--- config.mk ---
export PLATFORM = sky130hd
export DESIGN_NAME = mem_line_xfer_flat
export DESIGN_NICKNAME = d
export VERILOG_FILES = /design/src/rtl/mem_xfer_pkg.sv /design/src/rtl/mem_line_xfer_if.sv /design/src/rtl/mem_xfer_line_buf.sv /design/src/rtl/mem_line_xfer.sv /design/src/flat_wrapper.sv
export SDC_FILE = /design/constraint.sdc
export NUM_CORES = 1
export LEC_CHECK = 0
export CAP_MARGIN = 20
export CORE_ASPECT_RATIO = 1.5
export CORE_MARGIN = 8
export CORE_UTILIZATION = 23
export CTS_BUF_LIST = sky130_fd_sc_hd__clkbuf_16
export DETAILED_ROUTE_END_ITERATION = 12
export PLACE_DENSITY_LB_ADDON = 0.2
export SETUP_SLACK_MARGIN = 0.15
export SYNTH_ARGS = -nofsm -noshare
export SYNTH_HDL_FRONTEND = slang
export SYNTH_SLANG_ARGS = --single-unit
--- constraint.sdc ---
create_clock -name clk -period 5.25 [get_ports clk]
set_clock_uncertainty 0.15 [all_clocks]
set_input_delay 1.575 -clock clk [delete_from_list [all_inputs] [get_ports clk]]
set_output_delay 1.575 -clock clk [all_outputs]
set_load 0.02 [all_outputs]
--- src/rtl/mem_xfer_pkg.sv ---
// Shared types and helpers for the cache-line transfer engine (mem_line_xfer).
package mem_xfer_pkg;

    localparam int XFER_LINE_WORDS = 4;
    localparam int XFER_OFF_W      = $clog2(XFER_LINE_WORDS);

    typedef enum logic [2:0] {
        IDLE  = 3'd0,
        WB    = 3'd1,
        RD    = 3'd2,
        DRAIN = 3'd3,
        RESP  = 3'd4
    } xfer_state_e;

    // Clears the low off_w bits so the result is the word address of the line start.
    function automatic logic [63:0] line_base(input logic [63:0] addr, input int off_w);
        return addr & ~((64'd1 << off_w) - 64'd1);
    endfunction

endpackage

--- src/rtl/mem_line_xfer_if.sv ---
// Bundle of the cache-side request/response and memory-side signals of mem_line_xfer.
interface mem_line_xfer_if #(
    parameter int LINE_WORDS = 4,
    parameter int ADDR_W     = 32,
    parameter int DATA_W     = 32
);
    // req and resp are valid/ready channels: a transfer happens on the posedge where
    // valid and ready are both high; the sender holds its payload stable until then.
    logic                         req_valid;
    logic                         req_ready;
    logic                         req_wb;
    logic [ADDR_W-1:0]            req_wb_addr;
    logic [LINE_WORDS*DATA_W-1:0] req_wb_line;
    logic [ADDR_W-1:0]            req_fill_addr;
    logic                         resp_valid;
    logic                         resp_ready;
    logic [LINE_WORDS*DATA_W-1:0] resp_line;
    logic                         crit_valid;
    logic [DATA_W-1:0]            crit_word;
    logic                         mem_ren;
    logic                         mem_wen;
    logic [ADDR_W-1:0]            mem_addr;
    logic [DATA_W-1:0]            mem_din;
    logic [DATA_W-1:0]            mem_dout;

    modport slave (
        input  req_valid, req_wb, req_wb_addr, req_wb_line, req_fill_addr, resp_ready, mem_dout,
        output req_ready, resp_valid, resp_line, crit_valid, crit_word,
               mem_ren, mem_wen, mem_addr, mem_din
    );

    modport master (
        output req_valid, req_wb, req_wb_addr, req_wb_line, req_fill_addr, resp_ready, mem_dout,
        input  req_ready, resp_valid, resp_line, crit_valid, crit_word,
               mem_ren, mem_wen, mem_addr, mem_din
    );
endinterface

--- src/rtl/mem_xfer_line_buf.sv ---
// One cache line of registers: whole-line load, single-word indexed write, flat read.
module mem_xfer_line_buf #(
    parameter int LINE_WORDS = 4,
    parameter int DATA_W     = 32
) (
    input  logic                         clk,
    input  logic                         rst,
    input  logic                         ld_en,
    input  logic [LINE_WORDS*DATA_W-1:0] ld_line,
    input  logic                         wr_en,
    input  logic [$clog2(LINE_WORDS)-1:0] wr_idx,
    input  logic [DATA_W-1:0]            wr_data,
    output logic [LINE_WORDS*DATA_W-1:0] line
);
    logic [DATA_W-1:0] words [LINE_WORDS];

    always_ff @(posedge clk) begin
        if (rst) begin
            for (int i = 0; i < LINE_WORDS; i++) words[i] <= '0;
        end else if (ld_en) begin
            for (int i = 0; i < LINE_WORDS; i++) words[i] <= ld_line[i*DATA_W +: DATA_W];
        end else if (wr_en) begin
            words[wr_idx] <= wr_data;
        end
    end

    always_comb begin
        line = '0;
        for (int i = 0; i < LINE_WORDS; i++) line[i*DATA_W +: DATA_W] = words[i];
    end
endmodule

--- src/rtl/mem_line_xfer.sv ---
// Cache-line transfer engine: optional line writeback, then line refill, one word per cycle.
// Define CRIT_WORD_FIRST_EN to read the critical word first and pulse crit_valid.
module mem_line_xfer
    import mem_xfer_pkg::*;
#(
    parameter int LINE_WORDS = XFER_LINE_WORDS,
    parameter int ADDR_W     = 32,
    parameter int DATA_W     = 32
) (
    input  logic           clk,
    input  logic           rst,
    mem_line_xfer_if.slave bus,
    output logic [2:0]     dbg_state
);
    localparam int              OFF_W   = $clog2(LINE_WORDS);
    localparam logic [OFF_W-1:0] LAST   = OFF_W'(LINE_WORDS - 1);
    localparam logic [2:0]      S_IDLE  = 3'(IDLE);
    localparam logic [2:0]      S_WB    = 3'(WB);
    localparam logic [2:0]      S_RD    = 3'(RD);
    localparam logic [2:0]      S_DRAIN = 3'(DRAIN);
    localparam logic [2:0]      S_RESP  = 3'(RESP);

    logic [2:0]                   state;
    logic [OFF_W-1:0]             cnt;
    logic [OFF_W-1:0]             rd_idx;
    logic [OFF_W-1:0]             cap_idx;
    logic                         cap_en;
    logic                         accept;
    logic [ADDR_W-1:0]            wb_base;
    logic [ADDR_W-1:0]            fill_base;
    logic [LINE_WORDS*DATA_W-1:0] wb_line;
    logic [LINE_WORDS*DATA_W-1:0] fill_line;
`ifdef CRIT_WORD_FIRST_EN
    logic [OFF_W-1:0]             offset;
`endif

    assign accept    = (state == S_IDLE) && bus.req_valid;
    assign dbg_state = state;

    always_ff @(posedge clk) begin
        if (rst) begin
            state     <= S_IDLE;
            cnt       <= '0;
            wb_base   <= '0;
            fill_base <= '0;
`ifdef CRIT_WORD_FIRST_EN
            offset    <= '0;
`endif
        end else begin
            case (state)
                S_IDLE: if (bus.req_valid) begin
                    wb_base   <= ADDR_W'(line_base(64'(bus.req_wb_addr), OFF_W));
                    fill_base <= ADDR_W'(line_base(64'(bus.req_fill_addr), OFF_W));
`ifdef CRIT_WORD_FIRST_EN
                    offset    <= bus.req_fill_addr[OFF_W-1:0];
`endif
                    cnt       <= '0;
                    state     <= bus.req_wb ? S_WB : S_RD;
                end
                S_WB: begin
                    cnt <= cnt + OFF_W'(1);
                    if (cnt == LAST) state <= S_RD;
                end
                S_RD: begin
                    cnt <= cnt + OFF_W'(1);
                    if (cnt == LAST) state <= S_DRAIN;
                end
                S_DRAIN: state <= S_RESP;
                S_RESP:  if (bus.resp_ready) state <= S_IDLE;
                default: state <= S_IDLE;
            endcase
        end
    end

    // Counter wraps modulo LINE_WORDS, so base|idx never carries into the tag bits.
`ifdef CRIT_WORD_FIRST_EN
    assign rd_idx = offset + cnt;
`else
    assign rd_idx = cnt;
`endif

    // Read data lags its strobe by one cycle; DRAIN (cnt back at 0) collects the last word.
    assign cap_idx = rd_idx - OFF_W'(1);
    assign cap_en  = ((state == S_RD) && (cnt != '0)) || (state == S_DRAIN);

    mem_xfer_line_buf #(.LINE_WORDS(LINE_WORDS), .DATA_W(DATA_W)) u_wb_buf (
        .clk     (clk),
        .rst     (rst),
        .ld_en   (accept),
        .ld_line (bus.req_wb_line),
        .wr_en   (1'b0),
        .wr_idx  ('0),
        .wr_data ('0),
        .line    (wb_line)
    );

    mem_xfer_line_buf #(.LINE_WORDS(LINE_WORDS), .DATA_W(DATA_W)) u_fill_buf (
        .clk     (clk),
        .rst     (rst),
        .ld_en   (1'b0),
        .ld_line ('0),
        .wr_en   (cap_en),
        .wr_idx  (cap_idx),
        .wr_data (bus.mem_dout),
        .line    (fill_line)
    );

    always_comb begin
        bus.req_ready  = (state == S_IDLE);
        bus.resp_valid = (state == S_RESP);
        bus.resp_line  = (state == S_RESP) ? fill_line : '0;
        bus.mem_wen    = (state == S_WB);
        bus.mem_ren    = (state == S_RD);
        bus.mem_addr   = '0;
        bus.mem_din    = '0;
        if (state == S_WB) begin
            bus.mem_addr = wb_base | ADDR_W'(cnt);
            bus.mem_din  = wb_line[cnt*DATA_W +: DATA_W];
        end else if (state == S_RD) begin
            bus.mem_addr = fill_base | ADDR_W'(rd_idx);
        end
`ifdef CRIT_WORD_FIRST_EN
        bus.crit_valid = (state == S_RD) && (cnt == OFF_W'(1));
        bus.crit_word  = bus.crit_valid ? bus.mem_dout : '0;
`else
        bus.crit_valid = 1'b0;
        bus.crit_word  = '0;
`endif
    end
endmodule

--- src/flat_wrapper.sv ---
// flat-port wrapper written by rule: the top's interface ports become plain ports
module mem_line_xfer_flat import mem_xfer_pkg::*;
#(
    parameter int LINE_WORDS = XFER_LINE_WORDS,
    parameter int ADDR_W     = 32,
    parameter int DATA_W     = 32
)
  (clk, rst, dbg_state, bus_req_valid, bus_req_wb, bus_req_wb_addr, bus_req_wb_line, bus_req_fill_addr, bus_resp_ready, bus_mem_dout, bus_req_ready, bus_resp_valid, bus_resp_line, bus_crit_valid, bus_crit_word, bus_mem_ren, bus_mem_wen, bus_mem_addr, bus_mem_din);
  mem_line_xfer_if #(.LINE_WORDS(LINE_WORDS), .ADDR_W(ADDR_W), .DATA_W(DATA_W)) bus_i ();
  input  logic clk;
  input  logic rst;
  output logic [2:0] dbg_state;
  input wire logic [$bits(bus_i.req_valid)-1:0] bus_req_valid;
  input wire logic [$bits(bus_i.req_wb)-1:0] bus_req_wb;
  input wire logic [$bits(bus_i.req_wb_addr)-1:0] bus_req_wb_addr;
  input wire logic [$bits(bus_i.req_wb_line)-1:0] bus_req_wb_line;
  input wire logic [$bits(bus_i.req_fill_addr)-1:0] bus_req_fill_addr;
  input wire logic [$bits(bus_i.resp_ready)-1:0] bus_resp_ready;
  input wire logic [$bits(bus_i.mem_dout)-1:0] bus_mem_dout;
  output wire logic [$bits(bus_i.req_ready)-1:0] bus_req_ready;
  output wire logic [$bits(bus_i.resp_valid)-1:0] bus_resp_valid;
  output wire logic [$bits(bus_i.resp_line)-1:0] bus_resp_line;
  output wire logic [$bits(bus_i.crit_valid)-1:0] bus_crit_valid;
  output wire logic [$bits(bus_i.crit_word)-1:0] bus_crit_word;
  output wire logic [$bits(bus_i.mem_ren)-1:0] bus_mem_ren;
  output wire logic [$bits(bus_i.mem_wen)-1:0] bus_mem_wen;
  output wire logic [$bits(bus_i.mem_addr)-1:0] bus_mem_addr;
  output wire logic [$bits(bus_i.mem_din)-1:0] bus_mem_din;
  assign bus_i.req_valid = bus_req_valid;
  assign bus_i.req_wb = bus_req_wb;
  assign bus_i.req_wb_addr = bus_req_wb_addr;
  assign bus_i.req_wb_line = bus_req_wb_line;
  assign bus_i.req_fill_addr = bus_req_fill_addr;
  assign bus_i.resp_ready = bus_resp_ready;
  assign bus_i.mem_dout = bus_mem_dout;
  assign bus_req_ready = bus_i.req_ready;
  assign bus_resp_valid = bus_i.resp_valid;
  assign bus_resp_line = bus_i.resp_line;
  assign bus_crit_valid = bus_i.crit_valid;
  assign bus_crit_word = bus_i.crit_word;
  assign bus_mem_ren = bus_i.mem_ren;
  assign bus_mem_wen = bus_i.mem_wen;
  assign bus_mem_addr = bus_i.mem_addr;
  assign bus_mem_din = bus_i.mem_din;
  mem_line_xfer #(.LINE_WORDS(LINE_WORDS), .ADDR_W(ADDR_W), .DATA_W(DATA_W)) u_core (.clk(clk), .rst(rst), .bus(bus_i), .dbg_state(dbg_state));
endmodule
==> results of run 1 <==
-- sequential cells by signal, indices dropped and copies added (netlist names) --
signal and flops:
u_core.wb_base 30, u_core.cnt 2, u_core.u_fill_buf.words 128, u_core.u_wb_buf.words 128, u_core.fill_base 30, u_core.dbg_state 3
-- cell families after synthesis --
family                   after synthesis  share of synthesized area, %
buffers and inverters                162                          5.63
other                                  1                        0.0262
AND/OR/NAND/NOR                      437                          20.0
adder cells (fa/ha/maj)                2                         0.175
multiplexers                          34                          5.18
flip-flops                           321                          62.8
AO/OA/AOI/OAI                        108                          6.24
-- where the power goes --
group	internal [mW]	leakage, nW	total [mW]	switching (mW)
combinational	0.424	3.62	0.907	0.483
clock	1.36	0.568	2.40	1.04
sequential	2.97	3.24	3.07	0.0971
total	4.75	7.42	6.37	1.62
-- worst paths after layout --
kind,depth (start not counted),to,slack [ns]
min,1,u_core.wb_base[27],0.33
min reg2reg,1,u_core.wb_base[27],0.33
max,3,bus_mem_din[24],0.55
max reg2reg,6,u_core.u_fill_buf.words[2][9],1.22
-- stage by stage --
step	total power, mW	cell area [µm²]
2_1_floorplan	3.60	14500
3_3_place_gp	4.04	19300
3_5_place_dp	4.06	19300
4_1_cts	6.51	20400
5_1_grt	6.66	20400
6_report	6.37	20400
-- per-layer routing --
metal	part of all wire, %	up-vias	wire length [µm]
li1	-	4526	-
met3	8.1	57	3810
met5	0.056	-	26
met4	2.8	4	1300
met1	37	4675	17300
met2	52	314	24400
-- placed cells by master (no fill, tap or decap), drive strengths merged, types with 2 or more instances in the layout --
cell / netlist / layout
ha: 2 / 2
clkinvlp: 0 / 2
o21ai: 9 / 9
mux4: 32 / 32
nor4: 34 / 34
nor2b: 2 / 2
inv: 37 / 47
and2: 320 / 320
a22o: 90 / 90
conb: 1 / 33
a21oi: 4 / 4
dfxtp: 65 / 65
nor3: 66 / 66
buf: 67 / 23
nand2b: 3 / 3
clkdlybuf4s50: 0 / 422
clkinv: 1 / 13
edfxtp: 256 / 256
nor3b: 3 / 3
nor2: 5 / 5
clkbuf: 57 / 38
-- layout make-up --
class / instances / area [µm²] / area share (%)
well taps: 798 / 998 / 4.89
clock inverters: 25 / 144 / 0.705
flip-flops and latches: 321 / 8990 / 44.0
clock buffers: 38 / 951 / 4.66
diodes: 1 / 2.50 / 0.0123
multi-input cells: 614 / 4740 / 23.2
repair buffers: 445 / 4440 / 21.8
inverters: 38 / 145 / 0.711
==> results.yml, run 1 <==
cts:
  ctsResizeCount: 0
  post_cts.repair.setup_buffers: 0
  hold_buffers: 0
  clk_pin_slew_worst_paths_ns: 0.06
  cts_buffer_depth: 3
  cts_htree_levels: 2
  tritoncts: "done"
  cts_buffers: 36
  cts_sinks: 321
  clock_latency_ns: 0.53
  cts_root_buf: "clkbuf_16"
synthesis:
  yosysMostFrequentCell: "and2_1"
  syn_area_mm2: 0.0143
  synth_area_leaders: "edfxtp_1, and2_1, dfxtp_1"
  avgSynthCellArea_um2: 13.4
  synth_seq_area_share_pct: 62.8
  synth_area_leader_cell: "edfxtp_1"
  synth_edf_count: 256
  async_flop_share_pct: 0
  synth.distinct_cells: 37
  syn_inst: 1065
  synthTopCellsByCount: "and2_1, edfxtp_1, a22o_1, dfxtp_1, clkbuf_1"
  ys_seq_elements: 321
  synth_warnings: 0
  synth_top_area_share_pct: 53.7
  synthFlopType: "edfxtp_1"
critical_path:
  crit_path_max_incr_delay_ns: 1.02
  crit_type: "reg2out"
  cp_cell_sequence: "mux4_2 -> and2_1 -> clkdlybuf4s50_1"
  cp_slowest_cell: "dfxtp_4"
  worstReg2RegStart: "u_core.cnt[0]"
  crit_fanout: 44
  cp-startpoint: "u_core.cnt[0]"
  crit_buf_inv: 1
  crit_required_ns: 3.53
  crit_family: "flip-flops"
  arrival_ns: 2.97
  crit_path_start_kind: "flop"
  cp-end-kind: "output port"
cells_and_area:
  area_delta_synth_final_pct: 42.6
  fill_cells: 6263
  final_nets: 1687
  fin_cells: 2280
  final_util_pct: 33.0
  drive_above_1_share_pct: 10.9
timing:
  period_needed_ns: 4.70
  rsz0062_at_grt: "false"
  final_hold_viol_count: 0
  tns_ns: 0
  setup-violations-final: 0
  setup_slack_ns: 0.552
  worst_slew_pin_slew_ns: 1.05
  slew_violations: 0
  maxSlewHeadroom_pct: 30.1
  max_freq_ghz: 0.213
  timing.final.crit_share_pct: 89.5
  fin_hold_ws_ns: 0.331
floorplanning:
  coreArea_mm2: 0.0619
  die_w_um: 220
  die-height_um: 322
  core.rowCount: 112
  die_area_mm2: 0.0707
  initial_core_util_pct: 23.1
  pin_count: 461
routing:
  ant_nets: 0
  wire_per_inst_um: 20.5
  initialDrtViolationCount: 380
  viasPerCell: 4.20
  dr_total_vias: 9576
  wl_um: 46800
  dr.pass1.iters: 4
  drc: 0
grt:
  grt_use_total_pct: 12.8
  grt_max_degree: 131
  grtUsageMet3_pct: 4.13
  grt_pass1_vias: 10449
  grt_pass1_wl_um: 68300
  antenna_found_initial: 4
  met2_usage_pct: 23.2
  grt-busiest-layer: "met2"
  gr-usage-met1_pct: 13.7
  gr-total-overflow: 0
place:
  place.gp.congestion: 0.736
  placedCellCount: 2216
  io_buffer_count: 423
  dp_slack_ns: 0.937
  post-dp-hpwl_um: 32700
pwr:
  leakage_nw: 7.42
  irDropWorstVdd_uv: 188
  pwr_density_cell_mw_per_mm2: 312
worst_hold_path:
  hold_path.class: "reg2reg"
  worstHoldStart: "u_core.wb_base[27]"
outcome:
  outcome: "complete, no violations"
run:
  drv_cap: 0
Note: power is estimated with default switching activity, not from simulation.
==> run 2: changes to the inputs <==
- SKIP_LAST_GASP: default -> 1
==> results of run 2 <==
Final layout, timing and power as in run 1 (identical DEF).
==> run 3: changes to the inputs <==
--- a/config.mk
+++ b/config.mk
@@ -8,5 +8,5 @@
 export CAP_MARGIN = 20
 export CORE_ASPECT_RATIO = 1.5
-export CORE_MARGIN = 8
+export CORE_MARGIN = 4
 export CORE_UTILIZATION = 23
 export CTS_BUF_LIST = sky130_fd_sc_hd__clkbuf_16
@@ -17,3 +17,4 @@
 export SYNTH_ARGS = -nofsm -noshare
 export SYNTH_HDL_FRONTEND = slang
+export SYNTH_HIERARCHICAL = 1
 export SYNTH_SLANG_ARGS = --single-unit
==> constraint.sdc (replaced) <==
create_clock -name clk -period 5.25 [get_ports clk]
set_clock_uncertainty 0.15 [all_clocks]
set_input_delay 0.525 -clock clk [delete_from_list [all_inputs] [get_ports clk]]
set_output_delay 0.525 -clock clk [all_outputs]
set_load 0.02 [all_outputs]
==> run 3 against run 2 <==
The run now ends with slew limit left. Critical path depth increased by 2. Die area rose by 5.0%. Final area rose by 13%. Critical path type is now reg2reg. Highest routed layer unchanged.
==> results.yml, run 3 <==
synthesis:
  synthTopCellsByCount: "edfxtp_1, and2_1, a32o_1, nand2_1, o2bb2ai_1"
  synthSimpleGateAreaFrac_pct: 12.8
  synthFlopType: "edfxtp_1"
  synth.distinct_cells: 40
  syn_inst: 1277
  synth_top_family_by_area: "compound AO/OA/AOI/OAI gates"
  synth_mux_area_share_pct: 4.62
  synthXorXnorAreaFrac_pct: 0.0546
  async_flop_share_pct: 0
  yosysMostFrequentCell: "edfxtp_1"
  synth_fa_ha_area_share_pct: 0.156
  synth_edf_count: 256
  ys_seq_elements: 321
  synth_area_leaders: "edfxtp_1, dfxtp_1, a32o_1"
  synth_top_area_share_pct: 47.9
  syn_area_mm2: 0.0161
  synth_compound_area_share_pct: 20.5
  synth_area_leader_cell: "edfxtp_1"
  avgSynthCellArea_um2: 12.6
  synth_warnings: 6
  synth_seq_area_share_pct: 56.0
timing:
  final_hold_viol_count: 0
  setup-violations-final: 0
  slew_violations: 265
  rsz0062_at_grt: "false"
  tns_ns: 0
  setup_slack_ns: 1.22
  maxSlewHeadroom_pct: -588
  timing.final.crit_share_pct: 76.7
  fin_hold_ws_ns: 0.200
  period_needed_ns: 4.03
  max_freq_ghz: 0.248
  worst_slew_pin_slew_ns: 10.30
pwr:
  clkPwrFrac_pct: 35.8
  leakage_nw: 8.25
  combPwrFrac_pct: 18.1
  power_switching_share_pct: 27.4
  finalPower_mw: 6.72
  power_switching_mw: 1.84
  irDropWorstVdd_uv: 185
  seqPwrFrac_pct: 46.2
  p_int_mw: 4.88
  pwr_density_cell_mw_per_mm2: 293
cts:
  cts_buffers: 36
  cts_root_buf: "clkbuf_16"
  hold_buffers: 0
  ctsResizeCount: 0
  cts_sinks: 321
  cts_htree_levels: 2
  tritoncts: "done"
  cts_buffer_depth: 3
  clk_pin_slew_worst_paths_ns: 0.07
  clock_latency_ns: 0.54
  post_cts.repair.setup_buffers: 0
floorplanning:
  pin_count: 461
  coreArea_mm2: 0.0691
  die_area_mm2: 0.0742
  die-height_um: 332
  core.rowCount: 118
  initial_core_util_pct: 23.2
  die_w_um: 224
cells_and_area:
  drive_above_1_share_pct: 8.72
  final_nets: 2098
  area_delta_synth_final_pct: 43.1
  largestRegisters: "u_core/u_fill_buf/words (128), u_core/u_wb_buf/words (128)"
  postLayoutCellArea_mm2: 0.0230
  most-common-layout-cells: "clkdlybuf4s50_1, conb_1, edfxtp_1"
  final_common_cell: "clkdlybuf4s50_1"
critical_path:
  crit_required_ns: 5.33
  cp_cell_sequence: "inv_1 -> a211oi_1 -> or4b_2 -> o21ai_4 -> buf_4"
  crit_type: "reg2reg"
  crit_path_max_incr_delay_ns: 0.99
  arrival_ns: 4.10
  crit_family: "compound AO/OA/AOI/OAI gates"
  crit_fanout: 17
  crit_buf_inv: 2
  crit_path_start_kind: "flop"
  cp_slowest_cell: "or4b_2"
  cp-end-kind: "flop"
grt:
  grt_pass1_vias: 12982
  grt_pass1_wl_um: 83400
  grt_use_total_pct: 14.6
  antenna_found_initial: 7
  grt_max_degree: 129
  gr-total-overflow: 0
routing:
  dr.pass1.iters: 4
  drc: 0
  dr_total_vias: 12240
  viasPerCell: 4.38
  wl_met2_um: 30000
  wl_met3_um: 3710
  wl_um: 56200
  initialDrtViolationCount: 662
  met1_length_um: 21200
  wire_per_inst_um: 20.1
  ant_nets: 0
  top_layer: "met5"
place:
  post-dp-hpwl_um: 37800
  io_buffer_count: 423
  placed_area_mm2: 0.0219
  dp_slack_ns: 0.885
  place.gp.congestion: 0.763
outcome:
  outcome: "finished with violations"
  violations: "slew limit"
worst_hold_path:
  hold_path.class: "in2reg"
run:
  drv_cap: 0
## run 3: layout make-up
class,count,area (µm²)
flip-flops and latches,321,8990
diodes,3,7.51
well taps,900,1130
inverters,9,38.8
clock inverters,26,159
multi-input cells,1048,7280
fillers,6987,46100
clock buffers,37,926
repair buffers,451,4450
## run 3: metal layers
layer | vias to the layer above | global-route usage (%)
li1 | 5831 | -
met1 | 5951 | 15.9
met2 | 385 | 27.7
met3 | 67 | 3.90
met4 | 6 | 4.00
met5 | - | 0
## run 3: worst paths after layout
path | startpoint | cells after the start | slack [ns] | end
max reg2reg | u_core/dbg_state[0] | 5 | 1.22 | u_core/u_fill_buf/words[2][27]
max | u_core/dbg_state[0] | 5 | 1.22 | u_core/u_fill_buf/words[2][27]
min reg2reg | u_core/fill_base[4] | 2 | 0.30 | u_core/fill_base[4]
min | rst | 2 | 0.20 | u_core/cnt[1]
## run 3: power groups by stage
stage	combinational, mW	clock (mW)	sequential [mW]
2_1_floorplan	0.738	0	3.13
3_3_place_gp	1.19	0	3.15
3_5_place_dp	1.20	0	3.16
4_1_cts	1.21	2.52	3.11
5_1_grt	1.32	2.61	3.13
6_report	1.22	2.40	3.10
## run 3: cell families after synthesis
| group | Yosys count |
|---|---|
| other | 1 |
| and+or+nand+nor | 371 |
| buffers and inverters | 179 |
| adders and majority gates | 2 |
| muxes | 34 |
| xor gates and xnor gates | 1 |
| DFF | 321 |
| AOI/OAI and AO/OA | 368 |
## run 3: metrics by stage
stage                     util, %  cells
final                        33.3   2795
after global routing         33.3   2794
after CTS                    33.2   2792
after detailed placement     31.7   2729
after global placement       31.7   2729
after floorplan                 -   1548
